## src/rtl/fp_sched_pkg.sv

```systemverilog
// Shared types and constants for the fp_13 add/sub scheduler.
// Arbitration policy is selected in fp_sched_arb by FP_SCHED_RR_EN.
package fp_sched_pkg;

  // Wide enough for the largest supported requester count (8).
  localparam int unsigned FP_SCHED_ID_W = 3;

  localparam logic FP_OP_ADD = 1'b0;
  localparam logic FP_OP_SUB = 1'b1;

  typedef struct packed {
    logic        s;
    logic [7:0]  e;
    logic [22:0] m;
  } fp32_t;

  typedef struct packed {
    logic                     vld;
    logic [FP_SCHED_ID_W-1:0] id;
  } fp_tag_t;

endpackage

```

## src/rtl/fp_sched_arb.sv

```systemverilog
// Combinational one-hot grant. FP_SCHED_RR_EN selects round-robin from ptr_i+1;
// otherwise fixed priority, lowest eligible index wins, and ptr_i is absent.
module fp_sched_arb
  import fp_sched_pkg::*;
#(
  parameter int unsigned NREQ = 4
) (
  input  logic [NREQ-1:0]          elig_i,
`ifdef FP_SCHED_RR_EN
  input  logic [FP_SCHED_ID_W-1:0] ptr_i,
`endif
  output logic [NREQ-1:0]          gnt_o
);

  logic        found;
  int unsigned idx;

`ifdef FP_SCHED_RR_EN
  always_comb begin
    gnt_o = '0;
    found = 1'b0;
    idx   = 0;
    for (int unsigned off = 1; off <= NREQ; off++) begin
      idx = (32'(ptr_i) + off) % NREQ;
      if (!found && elig_i[idx]) begin
        gnt_o[idx] = 1'b1;
        found      = 1'b1;
      end
    end
  end
`else
  always_comb begin
    gnt_o = '0;
    found = 1'b0;
    idx   = 0;
    for (int unsigned i = 0; i < NREQ; i++) begin
      idx = i;
      if (!found && elig_i[idx]) begin
        gnt_o[idx] = 1'b1;
        found      = 1'b1;
      end
    end
  end
`endif

endmodule

```

## src/rtl/fp_add_sched.sv

```systemverilog
// Shares one external fp_13 add/sub unit among NREQ requesters, tracking
// in-flight ops with a tag pipeline. FP_SCHED_RR_EN enables round-robin arbitration.
module fp_add_sched
  import fp_sched_pkg::*;
#(
  parameter int unsigned NREQ    = 4,
  parameter int unsigned ADD_LAT = 2
) (
  input  logic                  clk,
  input  logic                  rst,
  input  logic [NREQ-1:0]       req_valid,
  output logic [NREQ-1:0]       req_ready,
  input  logic [NREQ-1:0]       req_op,
  input  logic [NREQ-1:0][31:0] req_a,
  input  logic [NREQ-1:0][31:0] req_b,
  output logic [NREQ-1:0]       rsp_valid,
  input  logic [NREQ-1:0]       rsp_ready,
  output logic [NREQ-1:0][31:0] rsp_c,
  output logic                  add_vld,
  output logic                  add_op,
  output logic [31:0]           add_a,
  output logic [31:0]           add_b,
  input  logic [31:0]           add_c,
  output logic                  idle
);

  logic [NREQ-1:0]          busy_q, busy_d;
  logic [NREQ-1:0]          rsp_valid_q, rsp_valid_d;
  fp32_t [NREQ-1:0]         rsp_c_q, rsp_c_d;
  logic                     op_q, op_d;
  fp32_t                    op_a_q, op_a_d, op_b_q, op_b_d;
  fp_tag_t                  tag_q [ADD_LAT];
  fp_tag_t                  tag_d [ADD_LAT];
  logic [NREQ-1:0]          elig, gnt_raw, gnt;
  logic                     gnt_any;
  logic [FP_SCHED_ID_W-1:0] gnt_id;
  logic                     tag_busy;

  assign elig = req_valid & ~busy_q;

`ifdef FP_SCHED_RR_EN
  logic [FP_SCHED_ID_W-1:0] ptr_q, ptr_d;

  fp_sched_arb #(.NREQ(NREQ)) u_arb (
    .elig_i (elig),
    .ptr_i  (ptr_q),
    .gnt_o  (gnt_raw)
  );

  always_comb ptr_d = gnt_any ? gnt_id : ptr_q;

  always_ff @(posedge clk or negedge rst) begin
    if (!rst) ptr_q <= FP_SCHED_ID_W'(NREQ - 1);
    else      ptr_q <= ptr_d;
  end
`else
  fp_sched_arb #(.NREQ(NREQ)) u_arb (
    .elig_i (elig),
    .gnt_o  (gnt_raw)
  );
`endif

  // No grant may leak out while reset is held low.
  assign gnt     = rst ? gnt_raw : '0;
  assign gnt_any = |gnt;

  always_comb begin
    gnt_id = '0;
    op_d   = op_q;
    op_a_d = op_a_q;
    op_b_d = op_b_q;
    for (int unsigned i = 0; i < NREQ; i++) begin
      if (gnt[i]) begin
        gnt_id = FP_SCHED_ID_W'(i);
        op_d   = req_op[i];
        op_a_d = req_a[i];
        op_b_d = req_b[i];
      end
    end
  end

  always_comb begin
    busy_d      = busy_q;
    rsp_valid_d = rsp_valid_q;
    rsp_c_d     = rsp_c_q;
    tag_d[0]    = '{vld: gnt_any, id: gnt_id};
    for (int unsigned k = 1; k < ADD_LAT; k++) tag_d[k] = tag_q[k-1];
    for (int unsigned i = 0; i < NREQ; i++) begin
      if (gnt[i]) busy_d[i] = 1'b1;
      if (rsp_valid_q[i] && rsp_ready[i]) begin
        busy_d[i]      = 1'b0;
        rsp_valid_d[i] = 1'b0;
      end
      // One outstanding op per requester, so capture never meets a handshake.
      if (tag_q[ADD_LAT-1].vld && tag_q[ADD_LAT-1].id == FP_SCHED_ID_W'(i)) begin
        rsp_valid_d[i] = 1'b1;
        rsp_c_d[i]     = add_c;
      end
    end
  end

  always_comb begin
    tag_busy = 1'b0;
    for (int unsigned k = 0; k < ADD_LAT; k++) tag_busy = tag_busy | tag_q[k].vld;
  end

  always_ff @(posedge clk or negedge rst) begin
    if (!rst) begin
      busy_q      <= '0;
      rsp_valid_q <= '0;
      rsp_c_q     <= '0;
      op_q        <= 1'b0;
      op_a_q      <= '0;
      op_b_q      <= '0;
      for (int unsigned k = 0; k < ADD_LAT; k++) tag_q[k] <= '0;
    end else begin
      busy_q      <= busy_d;
      rsp_valid_q <= rsp_valid_d;
      rsp_c_q     <= rsp_c_d;
      op_q        <= op_d;
      op_a_q      <= op_a_d;
      op_b_q      <= op_b_d;
      for (int unsigned k = 0; k < ADD_LAT; k++) tag_q[k] <= tag_d[k];
    end
  end

  assign req_ready = gnt;
  assign add_vld   = gnt_any;
  assign add_op    = op_d;
  assign add_a     = op_a_d;
  assign add_b     = op_b_d;
  assign rsp_valid = rsp_valid_q;
  assign rsp_c     = rsp_c_q;
  assign idle      = ~|busy_q & ~tag_busy;

endmodule

```

## config.mk

```make
export PLATFORM = sky130hd
export DESIGN_NAME = fp_add_sched
export DESIGN_NICKNAME = d
export VERILOG_FILES = /design/src/rtl/fp_sched_pkg.sv /design/src/rtl/fp_sched_arb.sv /design/src/rtl/fp_add_sched.sv
export SDC_FILE = /design/constraint.sdc
export NUM_CORES = 1
export LEC_CHECK = 0
export CAP_MARGIN = 20
export CORE_AREA = 2 2 199 201
export CTS_BUF_LIST = sky130_fd_sc_hd__clkbuf_8
export CTS_CLUSTER_SIZE = 30
export DETAILED_ROUTE_END_ITERATION = 7
export DIE_AREA = 0 0 201 203
export SLEW_MARGIN = 10
export SYNTH_ARGS = -nofsm -noshare
export SYNTH_HDL_FRONTEND = slang
export SYNTH_SLANG_ARGS = --single-unit
export TNS_END_PERCENT = 5
```

## constraint.sdc

```tcl
create_clock -name clk -period 2.42 [get_ports clk]
set_input_delay 0.484 -clock clk [delete_from_list [all_inputs] [get_ports clk]]
set_output_delay 0.484 -clock clk [all_outputs]
set_load 0.02 [all_outputs]
```

# [Word level (Yosys, flattened, before mapping)]
# Index checks and enable logic that the tools add are counted.
[op_classes] div=0 reduce_logical=26 n_addsub=0 bitwise_logic=5 n_shift=0 n_mul=0 n_mux=38 n_lt_le_gt_ge=0 eq_ne=3
[ops] operator="32-bit two-way mux" n=8
[ops] operator="1-bit two-way mux" n=27
[ops] operator="2-bit nonzero test" n=8
[ops] operator="1-bit logical AND" n=11
[ops] operator="4-bit OR reduction" n=2
[ops] operator="3-bit by 2-bit == test with 1-bit output (second input constant)" n=2
[ops] operator="3-bit two-way mux" n=2
[ops] operator="4-bit AND" n=1
[ops] operator="1-bit logical NOT" n=4
[ops] operator="4-bit two-way mux" n=1
[ops] operator="4-bit NOT" n=1
[ops] operator="3-bit by 1-bit == test with 1-bit output (second input constant)" n=1
[ops] operator="3-bit logical NOT" n=1
[ops] operator="1-bit AND" n=1
[ops] operator="1-bit NOT" n=1
[ops] operator="1-bit bitwise OR" n=1
[totals] inputBits=302 ff_bits=209 memories=0 rom_bits=0 latch_bits=0 ram_bits=0

# [Longest topological paths before layout]
[depth] depth_word=17 depth_mapped=7 mapped_depth_nobuf=5

# [Modules after synthesis]
# From an unflattened synthesis, not the netlist that was laid out.
[unflattened] cells_unflattened=1040 hier_area_um2=10237.3
[by_module_without_submodules] module="fp_add_sched" area_per_inst_um2=10201.0 cells_each=1036 seq_area_each_um2=5180.0 n_inst=1
[by_module_without_submodules] module="fp_sched_arb" area_per_inst_um2=36.3 cells_each=4 seq_area_each_um2=0.0 n_inst=1

# [Worst setup path after synthesis]
# OpenSTA, ideal clock, no wires.
[synth_path] path_type="input to output" from="input req_valid[1]" to="output add_b[31]" stages=6 path_slack_ps=66 t_arrival_ps=1870 required_time_ps=1936 path_buffers=1 cell_sequence="nor2b_2 > nand3b_4 > nand2b_1 > buf_4 > inv_2 > o32ai_1"
[synth_via] elab_chain_cells=11 word_cells_on_any_way=15
[synth_lines] element="start: declaration" line_no="fp_add_sched.sv:11" source="input logic [NREQ-1:0] req_valid,"
[synth_lines] element="4-bit AND *" line_no="fp_add_sched.sv:39" source="assign elig = req_valid & ~busy_q;"
[synth_lines] element="1-bit logical AND *" line_no="fp_sched_arb.sv:38" source="if (!found && elig_i[idx]) begin"
[synth_lines] element="1-bit two-way mux *" line_no="fp_sched_arb.sv:38"
[synth_lines] element="1-bit logical NOT" line_no="fp_sched_arb.sv:38"
[synth_lines] element="1-bit logical AND" line_no="fp_sched_arb.sv:38"
[synth_lines] element="1-bit two-way mux *" line_no="fp_sched_arb.sv:38"
[synth_lines] element="1-bit logical NOT *" line_no="fp_sched_arb.sv:38"
[synth_lines] element="1-bit logical AND *" line_no="fp_sched_arb.sv:38"
[synth_lines] element="1-bit two-way mux *" line_no="fp_sched_arb.sv:38"
[synth_lines] element="4-bit two-way mux *" line_no="fp_add_sched.sv:64" source="assign gnt = rst ? gnt_raw : '0;"
[synth_lines] element="net req_ready[3]" line_no="fp_add_sched.sv:12" source="output logic [NREQ-1:0] req_ready,"
[synth_lines] element="32-bit two-way mux *" line_no="fp_add_sched.sv:73" source="if (gnt[i]) begin"
[synth_lines] element="end: declaration" line_no="fp_add_sched.sv:22" source="output logic [31:0] add_b,"
# Mark *: on every way through the listed nets, which the timed path passes. The rest lies on a longest branch.

# [Worst setup path after layout]
[layout_path] from="input req_valid[0]" to="output add_b[27]"
[layout_via] elab_chain_cells=13 word_cells_on_any_way=18
[layout_lines] element="4-bit AND *" line_no="fp_add_sched.sv:39"
[layout_lines] element="1-bit two-way mux *" line_no="fp_sched_arb.sv:38"
[layout_lines] element="1-bit logical NOT" line_no="fp_sched_arb.sv:38"
[layout_lines] element="1-bit logical AND" line_no="fp_sched_arb.sv:38"
[layout_lines] element="1-bit two-way mux" line_no="fp_sched_arb.sv:38"
[layout_lines] element="1-bit logical NOT" line_no="fp_sched_arb.sv:38"
[layout_lines] element="1-bit logical AND" line_no="fp_sched_arb.sv:38"
[layout_lines] element="1-bit two-way mux" line_no="fp_sched_arb.sv:38"
[layout_lines] element="1-bit logical NOT" line_no="fp_sched_arb.sv:38"
[layout_lines] element="1-bit logical AND" line_no="fp_sched_arb.sv:38"
[layout_lines] element="1-bit two-way mux" line_no="fp_sched_arb.sv:38"
[layout_lines] element="4-bit two-way mux *" line_no="fp_add_sched.sv:64"
[layout_lines] element="32-bit two-way mux *" line_no="fp_add_sched.sv:73"
# Every way passes the cells marked *; elsewhere a longest branch is shown, timed or not.

==> metrics.md <==
| Metric | Value |
|---|---|
| CTS tree | `done` |
| Post-synth top area cell | `dfrtp_1` |
| Placed Area | `16050 sq um` |
| Req. time, crit path | `1940 ps` |
| VDD IR-drop max | `0.5132 mV` |
| Htree depth | `2` |
| Outcome | `finished, violations left` |
| Yosys cell types | `33` |
| R2R cell count | `9` |
| Family with the most delay on the worst path | `buffers and inverters` |
| Register area share after synthesis | `0.5323` |
| Pin count of the biggest net entering global routing | `66` |
| Vias after detailed routing | `9562` |
| First-pass GRT wire length | `62390 microns` |
| Routed vias/inst | `4.676` |
| CP max-delay cell | `clkdlybuf4s50_1` |
| Site Rows | `72` |
| Max Slew Vio Count | `0` |
| Reg-to-reg slack, setup | `560 ps` |
| Post-Syn Nets | `1197` |
| Clock buffer depth | `3` |
| Full die area | `40800 sq um` |
| Synth Flop Type | `dfrtp_1` |
| Total Routing Usage GR | `0.1984` |
| Core box area | `38470 sq um` |
| Failing checks | `negative setup slack` |
| Total power | `21.11 mW` |
| Avg Cell Area, Syn | `10.87 sq um` |
| Placer Congestion | `0.9480` |
| Hold Vio Cnt, Final | `0` |
| Final ANT Viol Nets | `0` |
| Ant. Diodes | `0` |
| PortBufs | `504` |
| Cell Area, Synth | `9732 sq um` |
| Final worst slack | `-382.6 ps` |
| Grt ovf | `0` |
| Detailed placement HPWL | `30960 microns` |
| Layout cells sized above 1 | `0.3026` |
| Critical path, cell by cell | `clkdlybuf4s50_1 -> buf_4 -> nand2b_4 -> nand3_2 -> inv_2 -> buf_12 -> buf_12 -> a221oi_4 -> o22a_1 -> buf_4` |
| Critical path class | `in2out` |
| Final period util | `1.158` |
| Worst rel slew slack | `0.4510` |
| Die Span Y | `203 microns` |
| F_max | `356.8 MHz` |
| Synth warn | `0` |
| Ys async rst share | `1.000` |
| Synth area leaders | `dfrtp_1 (53%), mux2_2 (15%), o22a_1 (5.8%)` |
| Worst slack, placed | `-937.8 ps` |
| CTS buffer count | `39` |
| Crit-path max FO | `21` |
| Initial core utilization | `0.2530` |
| Clock transition at path regs | `70 ps` |
| RSZ-0062 raised after global routing | `yes` |
| Initial DRC count | `323` |
| Hold crit path type | `in2async` |
| R2R Path End | `op_b_q[8]` |
| Most common cell in the netlist | `dfrtp_1` |
| CTS Root Cell | `clkbuf_8` |
| First-pass iteration count of the detailed router | `4` |
| Register bit count reported by yosys | `207` |
| # setup viols final | `69` |
| LEAKAGE | `7.594 nW` |
| Worst path max stage delay | `510 ps` |
| Post-Synthesis Cells | `895` |
| Nets | `1804` |
| Final TNS setup | `-21860 ps` |
| Worst EP arrival | `2320 ps` |
| Die width | `201 microns` |
| Least-Margin Pin Slew | `823.5 ps` |
| Routed len/inst | `20.38 microns` |
| Total wire length | `41670 microns` |
| RR Startpoint | `busy_q[2]` |
| Cell Pwr Density | `1195 nW/um^2` |
| Clock latency on the worst-skew pair | `580 ps` |
| Hold WS | `118.0 ps` |
| Maxcap violations | `0` |
| Drc violations | `0` |
| Vias in the first global route | `10.31k` |
| Post-layout min period | `2803 ps` |
| Commonest cells in the netlist | `dfrtp_1 (207), nand2_1 (129), mux2_2 (128)` |
| Startpoint types | `input pin` |
| Layout area overhead | `81.54%` |
| Crit path capture type | `primary output` |
| Post-synth EDFFs | `0` |
| Setup Skew | `20.97 ps` |
| Initial antenna violation count | `0` |
| CP bufs+invs | `6` |
| Final Instance Area | `17670 sq um` |
| Post-synth top area share | `0.5323` |
| Ports | `505` |
| Sink Count | `207` |
power by group:
group	leakage, nW	internal [mW]	switching (mW)	total (mW)
registers	2.41	5.11	0.715	5.82
clock network	0.435	1.77	1.54	3.31
logic	4.75	6.21	5.76	12.0
total	7.59	13.1	8.02	21.1
stage by stage:
step           utilization  std cells
2_1_floorplan            -        895
3_3_place_gp        0.4173       1951
3_5_place_dp        0.4173       1951
4_1_cts             0.4491       2038
5_1_grt             0.4593       2045
6_report            0.4593       2045
worst max path at each step:
stage                       from   endpoint  slack [ps]  depth (start not counted)
global placement    req_valid[0]  add_a[23]        -920                         10
global route           busy_q[2]  add_b[16]        -480                          7
detailed placement  req_valid[0]  add_a[10]        -940                         10
finish              req_valid[0]  add_b[27]        -380                         10
floorplan           req_valid[1]  add_b[31]          70                          6
CTS                    busy_q[0]   add_b[8]        -430                          8
sequential cells by signal, summed over array words and instances (netlist names):
| register | flops |
|---|---|
| busy_q | 4 |
| op_a_q | 32 |
| op_b_q | 32 |
| op_q | 1 |
| rsp_c | 128 |
| rsp_valid | 4 |
| tag_d | 3 |
| tag_q | 3 |
worst register-to-register path, delay by kind of cell (launching register included):
kind / cells / cell delay (ps)
buffers and inverters: 5 / 700
DFF: 1 / 390
and+or+nand+nor: 3 / 430
AOI/OAI and AO/OA: 1 / 250
layout by cell type, fill, tap and decap left out, drive strengths merged:
| master | instances |
|---|---|
| clkbuf | 46 |
| mux2 | 128 |
| o32ai | 1 |
| bufinv | 1 |
| nand2 | 129 |
| nand3b | 6 |
| a22oi | 1 |
| clkinv | 4 |
| a2bb2oi | 3 |
| dfrtp | 207 |
| clkdlybuf4s15 | 1 |
| and2b | 1 |
| dlygate4sd3 | 1 |
| o21ai | 5 |
| nand2b | 3 |
| a221oi | 64 |
| o22ai | 1 |
| nor3 | 1 |
| a21oi | 65 |
| a21o | 1 |
| a21boi | 1 |
| nand3 | 2 |
| nor2 | 68 |
| inv | 88 |
| nor2b | 2 |
| clkdlybuf4s50 | 432 |
| or4 | 1 |
| buf | 198 |
| o22a | 64 |
| nor3b | 2 |
what timing repair did:
item,4_1_cts,5_1_grt
pin swaps,81,29
resized for setup,455,60
buffers inserted,19,5
gates cloned,1,2
setup endpoints to repair,70,125
hold buffers,1,0
hold endpoints to repair,29,0
layout make-up:
cell class	count	area (sq um)
clock buffers	44	605.6
clock inverters	22	123.9
fillers	3705	20800
inverters	71	269.0
multi-input cells	549	4390
flip-flops and latches	207	5182
well taps	518	648.1
repair buffers	634	6447
per-layer routing:
metal  global-route usage  up-vias  share of wire
met5                    0        -              0
met4              0.05926        0          0.026
met3              0.05201       65          0.067
met2               0.3475      374           0.51
met1               0.2387     4745           0.39
li1                     -     4378              -
logic make-up (layout without fill, tap and decap cells):
kind of cell    after synthesis  after routing  synth area share
compound gates              206            206            0.1607
flops                       207            207            0.5323
simple gates                215            215           0.09257
buf+inv                     139            771           0.06634
mux                         128            128            0.1481
No activity file was read; power rests on OpenSTA's default activity.
